### src/rtl/axis_demux_pkt_pkg.sv
// Shared definitions for the packet-locked AXI-Stream demultiplexer.
package axis_demux_pkt_pkg;

  typedef enum logic [1:0] {
    ST_IDLE = 2'd0,
    ST_PKT  = 2'd1,
    ST_DROP = 2'd2
  } state_t;

  localparam int unsigned SEL_EN_BIT = 7;
  localparam int unsigned SEL_IDX_W  = 7;

  // Channel index width; a single-channel build still carries one bit.
  function automatic int unsigned ch_width(input int unsigned n);
    return (n > 1) ? $clog2(n) : 1;
  endfunction

endpackage

### src/rtl/axis_demux_pkt_if.sv
// AXI-Stream bundle; N lanes share one interface (N=1 for the upstream side).
interface axis_demux_pkt_if #(
  parameter int unsigned N      = 1,
  parameter int unsigned DATA_W = 32
);
  logic [N*DATA_W-1:0] tdata;
  logic [N-1:0]        tvalid;
  logic [N-1:0]        tlast;
  logic [N-1:0]        tready;

  modport master (output tdata, output tvalid, output tlast, input  tready);
  modport slave  (input  tdata, input  tvalid, input  tlast, output tready);
endinterface

### src/rtl/axis_skid_buf.sv
// Two-entry (main + skid) pipeline buffer with a registered upstream ready.
module axis_skid_buf #(
  parameter int unsigned PAYLOAD_W = 8
) (
  input  logic                 clk,
  input  logic                 rst_n,
  input  logic                 in_valid,
  input  logic [PAYLOAD_W-1:0] in_payload,
  output logic                 in_ready,
  output logic                 out_valid,
  output logic [PAYLOAD_W-1:0] out_payload,
  input  logic                 out_ready,
  output logic                 occupied
);

  logic                 main_v, main_v_n;
  logic                 skid_v, skid_v_n;
  logic [PAYLOAD_W-1:0] main_q, main_n;
  logic [PAYLOAD_W-1:0] skid_q, skid_n;
  logic                 rdy_q;
  logic                 consume;

  assign consume     = main_v & out_ready;
  assign out_valid   = main_v;
  assign out_payload = main_q;
  assign in_ready    = rdy_q;
  assign occupied    = main_v | skid_v;

  // in_valid is only ever raised while rdy_q=1, i.e. while the skid is empty.
  always_comb begin
    main_v_n = main_v;
    skid_v_n = skid_v;
    main_n   = main_q;
    skid_n   = skid_q;
    if (skid_v) begin
      if (consume) begin
        main_n   = skid_q;
        skid_v_n = 1'b0;
      end
    end else if (!main_v || consume) begin
      main_v_n = in_valid;
      if (in_valid) main_n = in_payload;
    end else if (in_valid) begin
      skid_v_n = 1'b1;
      skid_n   = in_payload;
    end
  end

  always_ff @(posedge clk or negedge rst_n) begin
    if (!rst_n) begin
      main_v <= 1'b0;
      skid_v <= 1'b0;
      main_q <= '0;
      skid_q <= '0;
      rdy_q  <= 1'b0;
    end else begin
      main_v <= main_v_n;
      skid_v <= skid_v_n;
      main_q <= main_n;
      skid_q <= skid_n;
      rdy_q  <= ~skid_v_n;
    end
  end

endmodule

### src/rtl/axis_demux_pkt.sv
// Packet-locked AXI-Stream demultiplexer: the route select is sampled on a
// packet's first beat and held until tlast; invalid selects drop or stall.
module axis_demux_pkt
  import axis_demux_pkt_pkg::*;
#(
  parameter int unsigned NUM_CH       = 10,
  parameter int unsigned DATA_W       = 32,
  parameter bit          DROP_INVALID = 1'b1
) (
  input  logic                   aclk,
  input  logic                   aresetn,
  input  logic [7:0]             bus_sel,
  axis_demux_pkt_if.slave        s_axis,
  axis_demux_pkt_if.master       m_axis,
  output logic [15:0]            drop_cnt,
  output logic                   busy
);

  localparam int unsigned CH_W  = ch_width(NUM_CH);
  localparam int unsigned PAY_W = DATA_W + 1 + CH_W;

  state_t              state, state_n;
  logic [CH_W-1:0]     ch_q, ch_n, fwd_ch;
  logic [SEL_IDX_W-1:0] sel_idx;
  logic                sel_ok, stall, accept, fwd, drop_inc;
  logic                buf_ready, buf_occupied;
  logic                out_valid, out_ready;
  logic [PAY_W-1:0]    in_payload, out_payload;
  logic [CH_W-1:0]     main_ch;
  logic                main_last;
  logic [DATA_W-1:0]   main_data;
  logic [NUM_CH-1:0]   m_valid, m_last;
  logic [NUM_CH*DATA_W-1:0] m_data;

  assign sel_idx = bus_sel[SEL_IDX_W-1:0];
  assign sel_ok  = bus_sel[SEL_EN_BIT] && (32'(sel_idx) < NUM_CH);
  // Stall gating is combinational on bus_sel so a newly valid select is honoured at once.
  assign stall   = !DROP_INVALID && (state == ST_IDLE) && !sel_ok;
  assign s_axis.tready = buf_ready & ~stall;
  assign accept  = s_axis.tvalid[0] & buf_ready & ~stall;

  always_comb begin
    state_n  = state;
    ch_n     = ch_q;
    fwd      = 1'b0;
    fwd_ch   = ch_q;
    drop_inc = 1'b0;
    if (accept) begin
      case (state)
        ST_IDLE: begin
          if (sel_ok) begin
            fwd    = 1'b1;
            fwd_ch = sel_idx[CH_W-1:0];
            ch_n   = sel_idx[CH_W-1:0];
            if (!s_axis.tlast[0]) state_n = ST_PKT;
          end else if (s_axis.tlast[0]) begin
            drop_inc = 1'b1;
          end else begin
            state_n = ST_DROP;
          end
        end
        ST_PKT: begin
          fwd = 1'b1;
          if (s_axis.tlast[0]) state_n = ST_IDLE;
        end
        ST_DROP: begin
          if (s_axis.tlast[0]) begin
            drop_inc = 1'b1;
            state_n  = ST_IDLE;
          end
        end
        default: state_n = ST_IDLE;
      endcase
    end
  end

  always_ff @(posedge aclk or negedge aresetn) begin
    if (!aresetn) begin
      state    <= ST_IDLE;
      ch_q     <= '0;
      drop_cnt <= '0;
    end else begin
      state <= state_n;
      ch_q  <= ch_n;
      if (drop_inc && (drop_cnt != '1)) drop_cnt <= drop_cnt + 16'd1;
    end
  end

  assign in_payload = {fwd_ch, s_axis.tlast[0], s_axis.tdata[DATA_W-1:0]};

  axis_skid_buf #(.PAYLOAD_W(PAY_W)) u_buf (
    .clk         (aclk),
    .rst_n       (aresetn),
    .in_valid    (fwd),
    .in_payload  (in_payload),
    .in_ready    (buf_ready),
    .out_valid   (out_valid),
    .out_payload (out_payload),
    .out_ready   (out_ready),
    .occupied    (buf_occupied)
  );

  assign main_ch   = out_payload[PAY_W-1 -: CH_W];
  assign main_last = out_payload[DATA_W];
  assign main_data = out_payload[DATA_W-1:0];

  always_comb begin
    m_valid   = '0;
    m_last    = '0;
    m_data    = '0;
    out_ready = 1'b0;
    for (int unsigned k = 0; k < NUM_CH; k++) begin
      if (out_valid && (main_ch == CH_W'(k))) begin
        m_valid[k]                 = 1'b1;
        m_last[k]                  = main_last;
        m_data[k*DATA_W +: DATA_W] = main_data;
        out_ready                  = m_axis.tready[k];
      end
    end
  end

  assign m_axis.tvalid = m_valid;
  assign m_axis.tlast  = m_last;
  assign m_axis.tdata  = m_data;
  assign busy = (state != ST_IDLE) | buf_occupied;

endmodule

### src/flat_wrapper.sv
// flat-port wrapper written by rule: the top's interface ports become plain ports
module axis_demux_pkt_flat import axis_demux_pkt_pkg::*;
#(
  parameter int unsigned NUM_CH       = 10,
  parameter int unsigned DATA_W       = 32,
  parameter bit          DROP_INVALID = 1'b1
)
  (aclk, aresetn, bus_sel, drop_cnt, busy, s_axis_tdata, s_axis_tvalid, s_axis_tlast, s_axis_tready, m_axis_tdata, m_axis_tvalid, m_axis_tlast, m_axis_tready);
  axis_demux_pkt_if #(.N(1), .DATA_W(DATA_W)) s_axis_i ();
  axis_demux_pkt_if #(.N((10)), .DATA_W(DATA_W)) m_axis_i ();
  input  logic aclk;
  input  logic aresetn;
  input  logic [7:0] bus_sel;
  output logic [15:0] drop_cnt;
  output logic busy;
  input wire logic [$bits(s_axis_i.tdata)-1:0] s_axis_tdata;
  input wire logic [$bits(s_axis_i.tvalid)-1:0] s_axis_tvalid;
  input wire logic [$bits(s_axis_i.tlast)-1:0] s_axis_tlast;
  output wire logic [$bits(s_axis_i.tready)-1:0] s_axis_tready;
  output wire logic [$bits(m_axis_i.tdata)-1:0] m_axis_tdata;
  output wire logic [$bits(m_axis_i.tvalid)-1:0] m_axis_tvalid;
  output wire logic [$bits(m_axis_i.tlast)-1:0] m_axis_tlast;
  input wire logic [$bits(m_axis_i.tready)-1:0] m_axis_tready;
  assign s_axis_i.tdata = s_axis_tdata;
  assign s_axis_i.tvalid = s_axis_tvalid;
  assign s_axis_i.tlast = s_axis_tlast;
  assign s_axis_tready = s_axis_i.tready;
  assign m_axis_tdata = m_axis_i.tdata;
  assign m_axis_tvalid = m_axis_i.tvalid;
  assign m_axis_tlast = m_axis_i.tlast;
  assign m_axis_i.tready = m_axis_tready;
  axis_demux_pkt #(.NUM_CH(NUM_CH), .DATA_W(DATA_W), .DROP_INVALID(DROP_INVALID)) u_core (.aclk(aclk), .aresetn(aresetn), .bus_sel(bus_sel), .s_axis(s_axis_i), .m_axis(m_axis_i), .drop_cnt(drop_cnt), .busy(busy));
endmodule
### config.mk
export PLATFORM = sky130hd
export DESIGN_NAME = axis_demux_pkt_flat
export DESIGN_NICKNAME = d
export VERILOG_FILES = /design/src/rtl/axis_demux_pkt_pkg.sv /design/src/rtl/axis_demux_pkt_if.sv /design/src/rtl/axis_skid_buf.sv /design/src/rtl/axis_demux_pkt.sv /design/src/flat_wrapper.sv
export SDC_FILE = /design/constraint.sdc
export NUM_CORES = 1
export LEC_CHECK = 0
export CAP_MARGIN = 40
export CORE_AREA = 5 5 159 161
export CTS_CLUSTER_SIZE = 30
export DETAILED_ROUTE_END_ITERATION = 10
export DIE_AREA = 0 0 164 166
export HOLD_SLACK_MARGIN = 0.06
export PLACE_DENSITY = 0.72
export SLEW_MARGIN = 10
export SYNTH_ARGS = -nofsm -noshare
export SYNTH_HDL_FRONTEND = slang
export SYNTH_SLANG_ARGS = --single-unit
### constraint.sdc
create_clock -name aclk -period 2.9 [get_ports aclk]
set_input_delay 0.58 -clock aclk [delete_from_list [all_inputs] [get_ports aclk]]
set_output_delay 0.58 -clock aclk [all_outputs]
set_load 0.05 [all_outputs]
# --- Yosys cells after proc, flatten, opt, wreduce, memory -nomap -nowiden ---
# Cells that the tools add are included.
word_totals:
  regBits: 99
  latchBits: 0
  mem_bits_rw: 0
  mem_bits_ro: 0
  memories: 0
op_classes:
  addsub: 1
  n_mul: 0
  n_div: 0
  magnitude_cmp: 1
  n_eq_ne: 15
  shifts: 0
  mux: 63
  n_bitwise: 7
  n_reduce_logical: 24
op_table:
  columns: ["op", "count"]
  rows:
  - ["2-to-1 mux 32 bit", 10]
  - ["2-to-1 mux 37 bit", 4]
  - ["2-to-1 mux 1 bit", 39]
  - ["adder 16 x 1 -> 16 bit, second input constant", 1]
  - ["== test 4 x 3 -> 1 bit, second input constant", 4]
  - ["!= test 16 bit, second input constant", 1]
  - ["logical AND 1 bit", 12]
  - ["2-to-1 mux 4 bit", 3]
  - ["AND reduction 3 bit", 3]
  - ["== test 4 x 2 -> 1 bit, second input constant", 2]
  - ["== test 4 bit, second input constant", 2]
  - ["2-to-1 mux 2 bit", 4]
  - ["< comparator 7 x 4 -> 1 bit, second input constant", 1]
  - ["nonzero test 2 bit", 3]
  - ["== test 4 x 1 -> 1 bit, second input constant", 1]
  - ["zero test 4 bit", 1]
  - ["!= test 2 x 1 -> 1 bit, second input constant", 2]
  - ["one-hot mux 1 bit (2 select lines)", 2]
  - ["one-hot mux 2 bit (2 select lines)", 1]
  - ["NOT 1 bit", 3]
  - ["AND 1 bit", 2]
  - ["== test 2 x 1 -> 1 bit, second input constant", 1]
  - ["== test 2 bit, second input constant", 1]
  - ["zero test 2 bit", 1]
  - ["6 further kinds", 7]

# --- Logic depth before layout (Yosys ltp) ---
depth:
  ltp_word: 17
  depth_mapped: 9
  ltp_nobuf: 7

# --- Modules after synthesis ---
# A second synthesis with hierarchy kept.
hier_totals:
  cells_unflattened: 718
  hier_area_um2: 6932.9
by_module_without_submodules:
  columns: ["mod", "n_inst", "cells_each", "area_each_um2", "seq_area_each_um2"]
  rows:
  - ["axis_demux_pkt", 1, 506, 3582.2, 550.5]
  - ["axis_skid_buf", 1, 212, 3350.7, 1926.8]

# --- Least setup slack after synthesis ---
# Ideal clock, no wire load.
synth_path:
  path_kind: "flip-flop to output port"
  start: "register u_core.u_buf.main_q[35] (netlist: u_core.u_buf.out_payload[35])"
  end: "output m_axis_tdata[31]"
  arrival_ns: 2.375
  path_slack_ns: -0.055
  path_stages_with_launch: 5
  path_cell_list: "dfrtp_1 -> buf_4 -> nand2b_1 -> clkbuf_1 -> nor4_1"
synth_between:
  elab_chain_len: 3
synth_rtl:
  columns: ["item", "line", "source"]
  rows:
  - ["from (decl)", "axis_skid_buf.sv:18", "logic [PAYLOAD_W-1:0] main_q, main_n;"]
  - ["from (signal assigned)", "axis_skid_buf.sv:59", "main_q <= main_n;"]
  - ["zero test 4 bit", "axis_demux_pkt.sv:113", "if (out_valid && (main_ch == CH_W'(k))) begin"]
  - ["logical AND 1 bit", "axis_demux_pkt.sv:113", null]
  - ["2-to-1 mux 32 bit", "axis_demux_pkt.sv:113", null]
  - ["to (decl)", "flat_wrapper.sv:20", "output wire logic [$bits(m_axis_i.tdata)-1:0] m_axis_tdata;"]
# No other way between the ends.

# --- Final worst setup path ---
layout_path:
  start: "register u_core.u_buf.main_q[35] (netlist: u_core.u_buf.out_payload[35])"
  end: "output m_axis_tdata[213]"
layout_between:
  elab_chain_len: 3
layout_rtl:
  columns: ["item", "line"]
  rows:
  - ["== test 4 x 3 -> 1 bit", "axis_demux_pkt.sv:113"]
  - ["logical AND 1 bit", "axis_demux_pkt.sv:113"]
  - ["2-to-1 mux 32 bit", "axis_demux_pkt.sv:113"]
# No other way between the ends.

==> impl_metrics.csv <==
group,metric,value,unit
placed_design,dpl.hpwl,26.9,mm
worst_setup_path,cp_cell_sequence,"nand3b_1 > buf_4 > nor2_2 > buf_4 > and2_1 > buf_12",
logic_synthesis,ys_seq_elements,99,
detailed_routing,wl,34.1,mm
power,powerDensity,580,nW/µm²
cells_and_area,design_area,15300,µm²
power,sequentialPowerShare,33.7,%
timing,fin_worst_skew,0.00809,ns
cells_and_area,final_cells,1472,
die,die_h,166,µm
timing,relSlewSlack,45.5,%
global_routing,global_route.usage.total,24.5,%
logic_synthesis,synth.cell_area,7120,µm²
die,die_w,164,µm
die,initial_core_util,29.9,%
detailed_routing,drt-vias-per-instance,4.88,
power,ir_drop,482,µV
placed_design,dp_cells,1456,
clock_tree,cts_buffers,9,
logic_synthesis,synth_top_area_share,34.8,%
worst_setup_path,cp_common_cell,"buf_4",
global_routing,grt_pass1_vias,7319,
detailed_routing,drt_pre_antenna_iters,5,
detailed_routing,drc,0,
logic_synthesis,ys_async_sr_fraction,100,%
logic_synthesis,synth.distinct_cells,56,
power,combPwrFrac,53.2,%
worst_setup_path,worst-path-max-fanout,32,
status,outcome,"finished clean",
power,swShare,46.0,%
detailed_routing,vias,7176,
global_routing,antenna_found_initial,6,
worst_setup_path,end_kind,"output port",
timing,rsz0062_at_grt,"false",
logic_synthesis,yosys_warnings,0,
cells_and_area,fin_nets,1201,
timing,fin_crit,2.80,ns
die,rows,57,
worst_setup_path,crit_family,"buffers and inverters",
timing,tightest_slew,0.817,ns
clock_tree,clk_pin_slew_worst_paths,0.07,ns
cells_and_area,final_common_cell,"buf_12",
clock_tree,cts_buffer_depth,2,
timing,final-hold-violation-count,0,
flow_run,maxCapViolCount,0,
logic_synthesis,yosysTopAreaCell,"dfrtp_1",
worst_setup_path,critical_path_class,"flip-flop to output port",
clock_tree,postCtsSetupBuffers,0,
detailed_routing,final_antenna_net_count,0,
logic_synthesis,syn_inst,772,
worst_setup_path,cpMaxStageDelayCell,"dfrtp_1",
hold_path,hp-class,"input port to asynchronous set/reset pin",
placed_design,place_area,15000,µm²
detailed_routing,drtIter0Drc,403,
clock_tree,cts_tree,"built",
die,coreArea,23800,µm²
worst_setup_path,critPathBufInv,3,
worst_setup_path,crit_path_max_incr_delay,0.54,ns
global_routing,grt_pass1_wl,50.9,mm
global_routing,overflow,0,
timing,slew_viol_final,0,
logic_synthesis,yosysSeqAreaShare,34.8,%
cells_and_area,layout_common_cells,"345 x buf_12, 255 x and2_1, 97 x dfrtp_1",
cells_and_area,syn_to_final_growth,115,%
clock_tree,cts_sinks,99,
timing,fmax,357,MHz
timing,finalCritPeriodShare,96.5,%
global_routing,grt_start_max_net_pins,74,
clock_tree,cts-htree-levels,3,
cells_and_area,n_antenna_cell,0,
die,ios,412,
logic_synthesis,avgSynthCellArea,9.22,µm²
power,leakage,0.00664,µW
placed_design,io_buffers,411,
cells_and_area,drive_gt1_share,40.4,%
timing,setup_viol,0,
logic_synthesis,synth_ff_type,"dfrtp_1",
power,power.internal,4800,µW
clock_tree,cts_root_buf,"clkbuf_16",
die,die-area,27200,µm²
detailed_routing,wl_per_cell,23.1,µm
cells_and_area,fillCellCount,1771,
logic_synthesis,synth_enable_flop_cells,0,
worst_setup_path,cp.required,2.32,ns
logic_synthesis,synth.area.top_cells,"dfrtp_1 35%, and2_1 22%, and3_1 6.2%",
power,switchingPower,4090,µW
logic_synthesis,synth_fp_nets,830,
clock_tree,clk_latency,0.34,ns
placed_design,place_congestion,0.844,
worst_setup_path,arrival,2.22,ns
power,clockPowerShare,13.0,%
worst_setup_path,startpoint_type,"flip-flop",
==> routing by layer <==
layer  vias up  part of all wire, %  GRT usage [%]
li1       3323                    -              -
met1      3521                   40           30.1
met5         -                 0.17              0
met3        50                  6.2           4.89
met2       274                   51           43.8
met4         8                  2.4           5.91
==> final timing paths <==
kind | from | endpoint | slack, ns | cells after the start
max in group asynchronous | aresetn | u_core.u_buf.skid_q[18] | 1.74 | 2
min in group aclk | u_core.drop_cnt[15] | u_core.drop_cnt[15] | 0.50 | 1
max reg2reg | u_core.u_buf.out_payload[35] | u_core.u_buf.skid_q[5] | 0.38 | 7
min reg2reg | u_core.drop_cnt[15] | u_core.drop_cnt[15] | 0.50 | 1
min | aresetn | u_core.drop_cnt[0] | 0.32 | 1
max | u_core.u_buf.out_payload[35] | m_axis_tdata[213] | 0.10 | 6
==> logic make-up (layout without fill, tap and decap cells) <==
logic type                 count (synthesis)  in the layout  share of synthesized area (%)
DFF                                       99             99                           34.8
muxes                                     51             51                           9.53
xor gates and xnor gates                  14             14                           1.72
buffers and inverters                    102            478                           6.27
and+or+nand+nor                          432            432                           37.4
AOI/OAI and AO/OA                         70             70                           9.60
adders and majority gates                  4              4                          0.703
==> sequential cells by signal (all words and copies together) (netlist names) <==
| signal | count |
|---|---|
| u_core.u_buf.out_payload | 37 |
| u_core.u_buf.skid_q | 37 |
| u_core.drop_cnt | 16 |
| u_core.ch_q | 4 |
| u_core.state | 2 |
| u_core.u_buf.in_ready | 1 |
| u_core.u_buf.out_valid | 1 |
| u_core.u_buf.skid_v | 1 |
==> power groups by stage <==
stage	sequential [µW]	combinational, µW	clock, µW
after global routing	3120	4960	1230
after detailed placement	3020	4730	0
after global placement	2990	4640	0
after floorplan	2350	3050	0
final	3000	4730	1160
after CTS	3000	4740	1190
==> area by class of cell <==
class	count	area [µm²]	area share [%]
sequential	99	2480	16.2
inverter	12	45.0	0.294
timing repair buffer	450	7880	51.4
clock inverter	5	42.5	0.278
tap	324	405	2.65
clock buffer	11	243	1.58
multi-input combinational	571	4230	27.6
==> worst register-to-register path, cell delays in order (launching register included) <==
cell,delay (ns)
dfrtp_1,0.54
nand3b_1,0.24
or3_1,0.47
o21ai_1,0.30
a22oi_4,0.15
nand2_4,0.11
buf_12,0.23
mux2_2,0.38
==> cells in the mapped netlist (all sizes together), types with 2 or more instances <==
cell / n
buf: 15
xnor2: 13
and3: 70
o221a: 31
nand2: 19
nor2: 12
nor3: 18
a31oi: 3
a22o: 2
a21boi: 2
inv: 9
clkinv: 3
nand4: 6
a32o: 4
o21ai: 10
and2: 255
clkbuf: 75
mux2i: 4
a21oi: 6
and4: 2
nor4b: 2
mux2: 47
nand4b: 2
nor4: 4
dfrtp: 99
ha: 4
nand2b: 34
==> what timing repair did <==
action / 4_1_cts / 5_1_grt
gates resized for setup: 1 / 6
hold buffers: 0 / 0
gates cloned: 0 / 0
setup endpoints to repair: 64 / 80
==> stage by stage <==
stage / hold WS, ns / power (µW) / util [%] / worst slack [ns] / TNS, ns
2_1_floorplan: 0.284 / 5400 / - / -0.0550 / -0.110
3_3_place_gp: 0.477 / 7640 / 63.0 / 0.151 / 0
3_5_place_dp: 0.484 / 7750 / 63.0 / 0.116 / 0
4_1_cts: 0.342 / 8930 / 64.3 / 0.0541 / 0
5_1_grt: 0.394 / 9320 / 64.3 / 0.00399 / 0
6_report: 0.324 / 8880 / 64.3 / 0.100 / 0
No activity file was read; power rests on OpenSTA's default activity.
